[config.mk]
export PLATFORM = sky130hd
export DESIGN_NAME = ila_trigger
export DESIGN_NICKNAME = d
export VERILOG_FILES = /design/src/rtl/ila_pkg.sv /design/src/rtl/ila_match_unit.sv /design/src/rtl/ila_trigger.sv
export SDC_FILE = /design/constraint.sdc
export NUM_CORES = 1
export LEC_CHECK = 0
export CORE_AREA = 2 2 142 144
export CTS_CLUSTER_SIZE = 24
export DETAILED_ROUTE_END_ITERATION = 7
export DIE_AREA = 0 0 144 146
export DONT_BUFFER_PORTS = 1
export SKIP_CTS_REPAIR_TIMING = 1
export SYNTH_ARGS = -nofsm -noshare
export SYNTH_HDL_FRONTEND = slang
export SYNTH_SLANG_ARGS = --single-unit
export TNS_END_PERCENT = 100
[constraint.sdc]
create_clock -name clk -period 1.9 [get_ports clk]
set_input_delay 0 -clock clk [delete_from_list [all_inputs] [get_ports clk]]
set_output_delay 0 -clock clk [all_outputs]
set_load 0.03 [all_outputs]
[src/rtl/ila_pkg.sv]
// Shared definitions for the ILA trigger-qualification block.
package ila_pkg;

    localparam int DATA_WIDTH_DEF    = 64;
    localparam int QUAL_WIDTH_DEF    = 4;
    localparam int HOLDOFF_WIDTH_DEF = 16;
    localparam int CNT_WIDTH_DEF     = 16;

    typedef enum logic [2:0] {
        ST_IDLE    = 3'd0,
        ST_ARMED   = 3'd1,
        ST_FIRE    = 3'd2,
        ST_HOLDOFF = 3'd3
    } state_e;

    localparam logic [1:0] MODE_EQ   = 2'd0;
    localparam logic [1:0] MODE_RISE = 2'd1;
    localparam logic [1:0] MODE_FALL = 2'd2;
    localparam logic [1:0] MODE_NE   = 2'd3;

endpackage

[src/rtl/ila_match_unit.sv]
// Stage 1: registers the probe word and produces a per-word hit from the
// masked compare plus optional edge detection on the match flag.
module ila_match_unit
    import ila_pkg::*;
#(
    parameter int DATA_WIDTH = DATA_WIDTH_DEF
) (
    input  logic                  clk,
    input  logic                  rst_n,
    input  logic [DATA_WIDTH-1:0] data_in,
    input  logic                  data_valid,
    input  logic [DATA_WIDTH-1:0] cfg_pattern,
    input  logic [DATA_WIDTH-1:0] cfg_mask,
    input  logic [1:0]            cfg_mode,
    output logic [DATA_WIDTH-1:0] s1_data,
    output logic                  s1_valid,
    output logic                  s1_hit
);

    logic [DATA_WIDTH-1:0] data_q;
    logic                  valid_q;
    logic                  hit_q, hit_d;
    logic                  prev_q, prev_d;
    logic                  match;

    // Masked compare, edge detect and previous-match tracking.
    always_comb begin
        match  = ((data_in ^ cfg_pattern) & cfg_mask) == '0;
        // prev only follows valid words so edges are seen across invalid gaps
        prev_d = data_valid ? match : prev_q;
        hit_d  = 1'b0;
        case (cfg_mode)
            MODE_EQ:   hit_d = match;
            MODE_RISE: hit_d = match & ~prev_q;
            MODE_FALL: hit_d = ~match & prev_q;
            MODE_NE:   hit_d = ~match;
            default:   hit_d = 1'b0;
        endcase
    end

    // Stage-1 registers.
    always_ff @(posedge clk or negedge rst_n) begin
        if (!rst_n) begin
            data_q  <= '0;
            valid_q <= 1'b0;
            hit_q   <= 1'b0;
            prev_q  <= 1'b0;
        end else begin
            data_q  <= data_in;
            valid_q <= data_valid;
            hit_q   <= hit_d;
            prev_q  <= prev_d;
        end
    end

    assign s1_data  = data_q;
    assign s1_valid = valid_q;
    assign s1_hit   = hit_q;

endmodule

[src/rtl/ila_trigger.sv]
// Trigger qualification: stage-1 match unit, qualifier/holdoff FSM and a
// stage-2 data register so trig_out lines up with the triggering word.
module ila_trigger
    import ila_pkg::*;
#(
    parameter int DATA_WIDTH    = DATA_WIDTH_DEF,
    parameter int QUAL_WIDTH    = QUAL_WIDTH_DEF,
    parameter int HOLDOFF_WIDTH = HOLDOFF_WIDTH_DEF,
    parameter int CNT_WIDTH     = CNT_WIDTH_DEF
) (
    input  logic                     clk,
    input  logic                     rst_n,
    input  logic [DATA_WIDTH-1:0]    data_in,
    input  logic                     data_valid,
    input  logic [DATA_WIDTH-1:0]    cfg_pattern,
    input  logic [DATA_WIDTH-1:0]    cfg_mask,
    input  logic [1:0]               cfg_mode,
    input  logic [QUAL_WIDTH-1:0]    cfg_qual,
    input  logic [HOLDOFF_WIDTH-1:0] cfg_holdoff,
    input  logic                     arm,
    input  logic                     disarm,
    output logic [DATA_WIDTH-1:0]    data_out,
    output logic                     data_out_valid,
    output logic                     trig_out,
    output logic [2:0]               state_out,
    output logic [CNT_WIDTH-1:0]     trig_count
);

    logic [DATA_WIDTH-1:0]    s1_data;
    logic                     s1_valid;
    logic                     s1_hit;

    logic [DATA_WIDTH-1:0]    data_q;
    logic                     valid_q;
    state_e                   state_q, state_d;
    logic [QUAL_WIDTH-1:0]    qual_q, qual_d;
    logic [HOLDOFF_WIDTH-1:0] hold_q, hold_d;
    logic [CNT_WIDTH-1:0]     cnt_q, cnt_d;

    ila_match_unit #(
        .DATA_WIDTH (DATA_WIDTH)
    ) u_match (
        .clk         (clk),
        .rst_n       (rst_n),
        .data_in     (data_in),
        .data_valid  (data_valid),
        .cfg_pattern (cfg_pattern),
        .cfg_mask    (cfg_mask),
        .cfg_mode    (cfg_mode),
        .s1_data     (s1_data),
        .s1_valid    (s1_valid),
        .s1_hit      (s1_hit)
    );

    // Next-state logic for the qualifier FSM and its counters.
    always_comb begin
        state_d = state_q;
        qual_d  = qual_q;
        hold_d  = hold_q;
        cnt_d   = cnt_q;
        if (disarm) begin
            state_d = ST_IDLE;
            qual_d  = '0;
            hold_d  = '0;
        end else begin
            case (state_q)
                ST_IDLE: begin
                    qual_d = '0;
                    if (arm) state_d = ST_ARMED;
                end
                ST_ARMED: begin
                    if (s1_valid) begin
                        if (s1_hit) begin
                            // >= so a cfg_qual lowered mid-count still fires
                            if (qual_q >= cfg_qual) begin
                                state_d = ST_FIRE;
                                qual_d  = '0;
                                // counted on entry so it shows with trig_out
                                if (cnt_q != {CNT_WIDTH{1'b1}}) begin
                                    cnt_d = cnt_q + CNT_WIDTH'(1);
                                end
                            end else begin
                                qual_d = qual_q + QUAL_WIDTH'(1);
                            end
                        end else begin
                            qual_d = '0;
                        end
                    end
                end
                ST_FIRE: begin
                    state_d = ST_HOLDOFF;
                    hold_d  = cfg_holdoff;
                end
                ST_HOLDOFF: begin
                    if (hold_q == '0) begin
                        state_d = ST_ARMED;
                        qual_d  = '0;
                    end else begin
                        hold_d = hold_q - HOLDOFF_WIDTH'(1);
                    end
                end
                default: state_d = ST_IDLE;
            endcase
        end
    end

    // FSM state, counters and the stage-2 data register.
    always_ff @(posedge clk or negedge rst_n) begin
        if (!rst_n) begin
            state_q <= ST_IDLE;
            qual_q  <= '0;
            hold_q  <= '0;
            cnt_q   <= '0;
            data_q  <= '0;
            valid_q <= 1'b0;
        end else begin
            state_q <= state_d;
            qual_q  <= qual_d;
            hold_q  <= hold_d;
            cnt_q   <= cnt_d;
            data_q  <= s1_data;
            valid_q <= s1_valid;
        end
    end

    assign data_out       = data_q;
    assign data_out_valid = valid_q;
    assign trig_out       = (state_q == ST_FIRE);
    assign state_out      = state_q;
    assign trig_count     = cnt_q;

endmodule

==> results of run 1 <==
how the worst min path moves through the flow:
stage	slack, ps	startpoint	to	cells past startpoint
6_report	-720	rst_n	hold_q[12]	0
5_1_grt	-750	rst_n	hold_q[11]	0
4_1_cts	-750	rst_n	hold_q[10]	0
3_5_place_dp	-290	rst_n	hold_q[10]	0
3_3_place_gp	-290	rst_n	hold_q[11]	0
2_1_floorplan	-300	rst_n	data_out[0]	0
worst max-delay path: stages, from the launching register on:
cell and delay, ps:
dfrtp_1 370, or4_4 530, and4bb_4 360, a21oi_4 70, a211o_1 270, o211ai_1 200
o31ai_1 100
power by group:
group / total, uW / leakage, uW / switching (uW) / internal [uW]
Clock: 3470 / 0.000282 / 1600 / 1870
Combinational: 2780 / 0.00155 / 1410 / 1370
Sequential: 4180 / 0.00205 / 304 / 3870
flip-flops by register name, indices dropped and copies added (netlist names):
name              cells
data_out             64
u_match.s1_hit        1
u_match.s1_data      64
u_match.s1_valid      1
state_out             2
qual_q                4
hold_q               16
u_match.prev_q        1
data_out_valid        1
trig_count           16
synth_stat cells, types with 2 or more instances:
library cell,instances
clkbuf_1,7
nor2_1,25
o2bb2ai_1,3
nor3_1,4
ha_1,12
a21oi_1,12
o32ai_1,2
xor2_1,68
nand4_1,16
xnor2_1,11
a211oi_1,2
o21ai_0,22
a31oi_1,3
inv_1,20
nand2b_1,2
or3_1,3
nor2b_1,3
nand2_1,27
nand3_1,14
mux2_2,2
nor4_1,3
buf_2,2
a22oi_1,39
and3_1,3
or2_2,2
and4_1,3
dfrtp_1,170
o211ai_1,2
o31ai_1,2
a21oi_2,2
mux2i_1,4
per-layer routing:
metal	GRT usage (%)	wire (um)	up-vias
met5	0	0	-
met1	19.34	6826	2285
li1	-	-	2049
met3	4.409	1148	24
met2	30.31	10570	212
met4	4.853	354	0
cell usage in the layout, fill, tap and decap left out, drive strengths merged, types with 3 or more instances in the layout:
cell type	synthesis	layout
ha	12	12
a22oi	39	39
clkbuf	7	18
dlygate4sd3	0	71
inv	20	27
nor2b	3	3
and3	3	3
xnor2	11	11
o2bb2ai	3	3
xor2	68	68
dfrtp	170	170
clkinv	0	3
o31ai	3	3
nand4	16	16
nor3	4	4
nor4	3	3
nand2	27	27
a21oi	14	14
a31oi	3	3
and4	3	3
nand3	14	14
or3	3	3
clkinvlp	0	3
buf	3	64
mux2i	4	4
o21ai	23	23
nor2	25	25
kinds of logic (layout without fill, tap and decap cells):
family          after synthesis  count (layout)
fa+ha+maj                    12              12
compound gates               98              98
buf+inv                      30             187
simple gates                110             110
xor+xnor                     79              79
other cells                   1               2
mux                           6               6
flops                       170             170
layout make-up:
type / count / area [um^2]
fillers: 1754 / 10580
flip-flops and latches: 170 / 4267
multi-input cells: 306 / 2301
repair buffers: 135 / 1195
clock buffers: 18 / 429.2
well taps: 265 / 331.6
clock inverters: 14 / 155.1
inverters: 20 / 78.83
diodes: 1 / 2.502
per-stage QoR:
step                      cells  worst slack [ps]  setup TNS (ps)  area, um^2
final                       929            -133.8           -1096        8760
after detailed placement    819            -191.5           -2286        7283
after floorplan             506            -105.1          -690.0        6569
after CTS                   851            -210.3           -3029        7868
after global routing        928            -222.5           -2917        8757
after global placement      819            -111.3          -869.4        7283
==> results_dict.tcl, run 1 <==
set metrics [dict create \
    leakagePower_uw 0.003887 \
    clk_latency_ps 420 \
    die_h_um 146 \
    die_w_um 144 \
    crit_arrival_ps 2330 \
    post-route-util_pct 45.31 \
    synth_adder_area_share_pct 2.298 \
    ys_seq_elements 170 \
    grt_pass1_vias 4570 \
    cts-root-buf "clkbuf_16" \
    synth_ff_type "dfrtp_1" \
    holdWs_ps -720.7 \
    crit_start "hold_q[9]" \
    grt_pass1_wl_um 26050 \
    rr_endpoint "state_out[0]" \
    pin_count 304 \
    power_uw 10420 \
    cts_buffer_depth 2 \
    r2r_cells 6 \
    dieArea_um2 21020 \
    synth_area_leaders "dfrtp_1, xor2_1, a22oi_1" \
    avgSynthCellArea_um2 12.91 \
    power_density_nw_per_um2 1190 \
    min_period_ps 2034 \
    hold_path_class "in -> async" \
    drt_iter0_markers 241 \
    setup_viol 19 \
    htreeDepth 4 \
    synthArstFlopShare_pct 100.0 \
    syn-num-nets 737 \
    cts.reportedPaths.clkPinSlew_ps 70 \
    synth_compound_area_share_pct 10.30 \
    synth_warnings 0 \
    final_layout_size_suffix_gt1_share_pct 21.57 \
    violations "hold timing, setup timing" \
    firstDrtPassIters 4 \
    gp_congestion 0.8578 \
    fin_crit_sh_pct 107.0 \
    vias_per_cell 4.919 \
    syn_area_um2 6534 \
    yosys.area.top_type_share_pct 65.11 \
    antenna_found_initial 1 \
    hold_viol 186 \
    start_util_pct 33.79 \
    drv_slew 0 \
    synth-edff-count 0 \
    drv_cap 0 \
    start_kind "flip-flop" \
    synth_simple_gate_area_share_pct 8.866 \
    synth_cell_types 47 \
    syn_inst 506 \
    fp-row-count 51 \
    vdd_ir_drop_max_uv 691.7 \
    rsz0062_at_grt "true" \
    r2r_slack_ps -130 \
    yosys.area.top_type "dfrtp_1" \
    drt-wirelength-per-cell_um 20.34 \
    grt.overflow.total 0 \
    fin_ws_ps -133.8 \
    yosys.area_share.xor_xnor_pct 10.59 \
    postRouteAntennaNets 0 \
    crit_fanout 4 \
    post-route-drc-count 0 \
    drt-total-wl_um 18900 \
    vias 4570 \
    reg2reg_from "hold_q[9]" \
    clock-sinks 170 \
    max_freq_mhz 491.7 \
    cp-end-kind "flip-flop" \
    skew_ps 8.463 \
    crit_end "state_out[0]" \
    crit_required_ps 2190 \
    yosysSeqAreaShare_pct 65.11 \
    portBuffers 0 \
    critPathKind "reg -> reg" \
    status "finished with violations" \
    area_growth_pct 34.07 \
    coreArea_um2 19330 \
    cts_tree "done" \
    grt_start_max_net_pins 171 \
    cts-buffers-inserted 17 \
    dp_hpwl_um 13710 \
    grt.total_usage_pct 16.77 \
    synth_top_family_by_area "XOR/XNOR gates" \
    fin_nets 881 \
    synth_mux_area_share_pct 0.9575 \
]
Power figures use the tool's default switching activity.
==> run 2, diff against run 1 <==
--- a/config.mk
+++ b/config.mk
@@ -5,10 +5,10 @@
 export SDC_FILE = /design/constraint.sdc
 export NUM_CORES = 1
 export LEC_CHECK = 0
-export CORE_AREA = 2 2 142 144
+export CORE_AREA = 2 2 131 133
 export CTS_CLUSTER_SIZE = 24
 export DETAILED_ROUTE_END_ITERATION = 7
-export DIE_AREA = 0 0 144 146
+export DIE_AREA = 0 0 133 135
 export DONT_BUFFER_PORTS = 1
 export SKIP_CTS_REPAIR_TIMING = 1
 export SYNTH_ARGS = -nofsm -noshare
==> results_dict.tcl, run 2 (synthesized netlist as in run 1, its figures left out) <==
set metrics [dict create \
    most-common-layout-cells "dfrtp_1, dlygate4sd3_1, xor2_1, buf_4, a22oi_1" \
    grt_pass1_vias 4522 \
    crit_fanout 11 \
    antenna_found_initial 3 \
    drt-wirelength-per-cell_um 20.39 \
    vias_per_cell 5.102 \
    gp_congestion 0.8199 \
    cts_buffer_depth 2 \
    hold_path_class "in -> async" \
    fin_nets 877 \
    drt_iter0_markers 325 \
    grt.total_usage_pct 18.47 \
    design_area_um2 8738 \
    path_cells "or4_4 -> and4bb_4 -> buf_4 -> a31oi_4 -> clkbuf_16 -> a22oi_1 -> nor2_1" \
    vdd_ir_drop_max_uv 582.9 \
    grt.overflow.total 0 \
    drv_slew 0 \
    placed_area_um2 7214 \
    cts.reportedPaths.clkPinSlew_ps 70 \
    grt_start_max_net_pins 171 \
    critPathKind "reg -> reg" \
    worst_path_max_delay_cell "or4_4" \
    pin_count 304 \
    fp-row-count 47 \
    start_util_pct 39.82 \
    drt-total-wl_um 17960 \
    fin_ws_ps -188.2 \
    postRouteAntennaNets 0 \
    max_freq_mhz 478.9 \
    clock-sinks 170 \
    cts_tree "done" \
    n_fill_cell 1352 \
    place_inst 769 \
    grt_pass1_wl_um 24760 \
    violations "hold timing, setup timing" \
    die_h_um 135 \
    power_uw 10640 \
    min_period_ps 2088 \
    rsz0062_at_grt "true" \
    layout_commonest_cell "dfrtp_1" \
    fin_crit_sh_pct 109.9 \
    coreArea_um2 16410 \
    hold_viol 187 \
    leakagePower_uw 0.003878 \
    final_layout_size_suffix_gt1_share_pct 20.94 \
    post-route-drc-count 0 \
    cp-end-kind "flip-flop" \
    drv_cap 0 \
    final_cells 881 \
    vias 4495 \
    start_kind "flip-flop" \
    post-place-ws_ps -202.2 \
    power_density_nw_per_um2 1218 \
    holdWs_ps -723.3 \
    cts-buffers-inserted 17 \
    dp_hpwl_um 12830 \
    clk_latency_ps 420 \
    cpPeakStageDelay_ps 540 \
    crit_required_ps 2210 \
    status "finished with violations" \
    setup_viol 21 \
    skew_ps 9.379 \
    htreeDepth 4 \
    area_growth_pct 33.74 \
    portBuffers 0 \
    crit_arrival_ps 2400 \
    die_w_um 133 \
    cts-root-buf "clkbuf_16" \
    firstDrtPassIters 6 \
    dieArea_um2 17960 \
]
## run 2: where the power goes
group	switching (uW)	total, uW	leakage (uW)	internal [uW]
logic	1530	3120	0.00154	1590
clock network	1570	3330	0.000286	1760
registers	315	4190	0.00205	3870
total	3410	10600	0.00388	7230
## run 2: path summary, 6_finish.rpt
path                                     from             to  slack [ps]  cells past startpoint
setup / recovery                    hold_q[9]      hold_q[2]        -190                      7
min in group clk                       disarm      hold_q[1]        -360                      1
max in group asynchronous               rst_n  trig_count[0]        2370                      0
hold / removal                          rst_n     hold_q[12]        -720                      0
setup reg to reg                    hold_q[9]      hold_q[2]        -190                      7
hold reg to reg            u_match.s1_data[5]    data_out[5]         350                      0
## run 2: area by class of cell
type | instances | area [um^2] | share of cell area, %
well taps | 220 | 275.3 | 3.150
clock inverters | 14 | 160.2 | 1.833
repair buffers | 131 | 1225 | 14.02
flip-flops and latches | 170 | 4267 | 48.83
multi-input cells | 306 | 2302 | 26.35
diodes | 2 | 5.005 | 0.05727
clock buffers | 18 | 429.2 | 4.911
inverters | 20 | 75.07 | 0.8591
## run 2: metrics by stage
step / utilization (%) / TNS, ps
after floorplan: - / -690.0
after global placement: 43.97 / -873.2
after detailed placement: 43.97 / -1851
after CTS: 47.56 / -2124
after global routing: 53.23 / -4520
final: 53.26 / -2940
## run 2: layer usage
| layer | GRT usage (%) | share of wire [%] | vias up |
|---|---|---|---|
| met2 | 34.43 | 58 | 206 |
| met3 | 5.893 | 6.0 | 21 |
| met4 | 5.854 | 1.4 | 2 |
| li1 | - | - | 2049 |
| met1 | 19.91 | 35 | 2217 |
| met5 | 0 | 0.067 | - |
## run 2: worst max-delay path: cells and delay by family (launching register included)
family                 cells  cell delay (ps)
and+or+nand+nor            3              970
buffers and inverters      2              340
AOI/OAI and AO/OA          2              280
DFF                        1              390
==> run 3, diff against run 2 <==
--- a/config.mk
+++ b/config.mk
@@ -5,10 +5,10 @@
 export SDC_FILE = /design/constraint.sdc
 export NUM_CORES = 1
 export LEC_CHECK = 0
-export CORE_AREA = 2 2 131 133
+export CORE_AREA = 2 2 168 104
 export CTS_CLUSTER_SIZE = 24
 export DETAILED_ROUTE_END_ITERATION = 7
-export DIE_AREA = 0 0 133 135
+export DIE_AREA = 0 0 170 106
 export DONT_BUFFER_PORTS = 1
 export SKIP_CTS_REPAIR_TIMING = 1
 export SYNTH_ARGS = -nofsm -noshare
==> results_dict.tcl, run 3 (synthesized netlist as in run 1, its figures left out) <==
set metrics [dict create \
    final_layout_size_suffix_gt1_share_pct 19.79 \
    seqCellArea_um2 4267 \
    n_fill_cell 1443 \
    vias_per_cell 5.172 \
    cpPeakStageDelay_ps 540 \
    final_cells 886 \
    vdd_ir_drop_max_uv 606.2 \
    cts_tree "done" \
    grtUsageMet2_pct 29.85 \
    worst_path_max_delay_cell "or4_4" \
    fin_nets 890 \
    path_delay_family "simple AND/OR/NAND/NOR gates" \
    post-route-drc-count 0 \
    worstMarginPinSlew_ps 718.5 \
    vias 4582 \
    power_density_nw_per_um2 1184 \
    crit_buf_inv 0 \
    drt-total-wl_um 17520 \
    grtUsageMet3_pct 5.175 \
    diodes 0 \
    grt.total_usage_pct 18.43 \
    max_freq_mhz 468.9 \
    clock-sinks 170 \
    grt_pass1_vias 4450 \
    post-route-util_pct 52.81 \
    hold_path_class "in -> async" \
    portBuffers 0 \
    crit_required_ps 2180 \
    path_cells "or4_4 -> and4bb_4 -> a21oi_4 -> a211o_1 -> o211ai_1 -> o31ai_1" \
    htreeDepth 4 \
    drt-wirelength-per-cell_um 19.77 \
    leakagePower_uw 0.003943 \
    cts-buffers-inserted 17 \
    setup_viol 21 \
    drt_iter0_markers 329 \
    fp-row-count 37 \
    place_inst 765 \
    cts_buffer_depth 2 \
    drv_slew 0 \
    drv_cap 0 \
    clk_latency_ps 430 \
    firstDrtPassIters 5 \
    top_usage_layer "met2" \
    fin_crit_sh_pct 112.2 \
    rsz0062_at_grt "true" \
    grt_use_met1_pct 23.64 \
    fin_ws_ps -232.7 \
    skew_ps 13.43 \
    antenna_found_initial 0 \
    postRouteAntennaNets 0 \
    most-common-layout-cells "dfrtp_1, dlygate4sd3_1, xor2_1, buf_4, a22oi_1" \
    holdWs_ps -734.3 \
    cts-root-buf "clkbuf_16" \
    multiInputGateArea_um2 2281 \
    grt.overflow.total 0 \
    die_w_um 170 \
    violations "hold timing, setup timing" \
    crit_arrival_ps 2410 \
    start_util_pct 39.20 \
    critPathKind "reg -> reg" \
    layout_commonest_cell "dfrtp_1" \
    power_uw 10420 \
    start_kind "flip-flop" \
    coreArea_um2 16670 \
    min_period_ps 2133 \
    die_h_um 106 \
    cp-end-kind "flip-flop" \
    dp_hpwl_um 12570 \
    grt_start_max_net_pins 171 \
    dieArea_um2 18020 \
    grt_pass1_wl_um 24920 \
    pin_count 304 \
    hold_viol 170 \
    crit_fanout 4 \
    gp_congestion 0.8714 \
    slew_headroom_pct 51.94 \
    status "finished with violations" \
    cts.reportedPaths.clkPinSlew_ps 70 \
    area_growth_pct 34.70 \
]
[run 3: changes by cell type in the layout (fill, tap and decap cells not counted), sizes merged]
cell,previous run,this run
dlygate4sd3,71,86
clkinv,9,6
inv,25,28
clkbuf,20,18
diode,2,0
[run 3: metrics by stage]
step | TNS, ps | setup slack [ps] | area [um^2] | hold slack, ps
global placement | -451.7 | -104.7 | 7197 | -291.6
CTS | -2432 | -185.4 | 7804 | -756.5
detailed placement | -1818 | -172.0 | 7197 | -290.8
finish | -2370 | -232.7 | 8801 | -734.3
global route | -4055 | -297.7 | 8801 | -763.2
floorplan | -690.0 | -105.1 | 6569 | -295.6
[run 3: where the power goes]
part	internal [uW]	leakage [uW]	switching (uW)	total, uW
Clock	1820	0.000298	1660	3480
Sequential	3870	0.00205	302	4180
Combinational	1370	0.00159	1390	2760
Total	7060	0.00394	3360	10400
[run 3: final timing paths]
kind,cells after the start,slack (ps),from,endpoint
max,6,-230,hold_q[9],state_out[0]
min,0,-730,rst_n,data_out[61]
max reg2reg,6,-230,hold_q[9],state_out[0]
min reg2reg,0,350,u_match.s1_data[29],data_out[29]
max in group asynchronous,0,2380,rst_n,data_out[30]
min in group clk,5,0,disarm,qual_q[2]
[run 3: layer usage]
layer | routed length, um | share of wire, % | vias up
li1 | - | - | 2066
met2 | 9002 | 51 | 173
met1 | 7278 | 42 | 2325
met4 | 216 | 1.2 | 0
met5 | 0 | 0 | -
met3 | 1019 | 5.8 | 18
[run 3: area by class of cell]
cell class	instances	area share (%)
multi-input cells	306	25.92
repair buffers	144	14.81
well taps	214	3.042
flip-flops and latches	170	48.48
clock inverters	14	1.905
inverters	20	0.8530
clock buffers	18	4.990
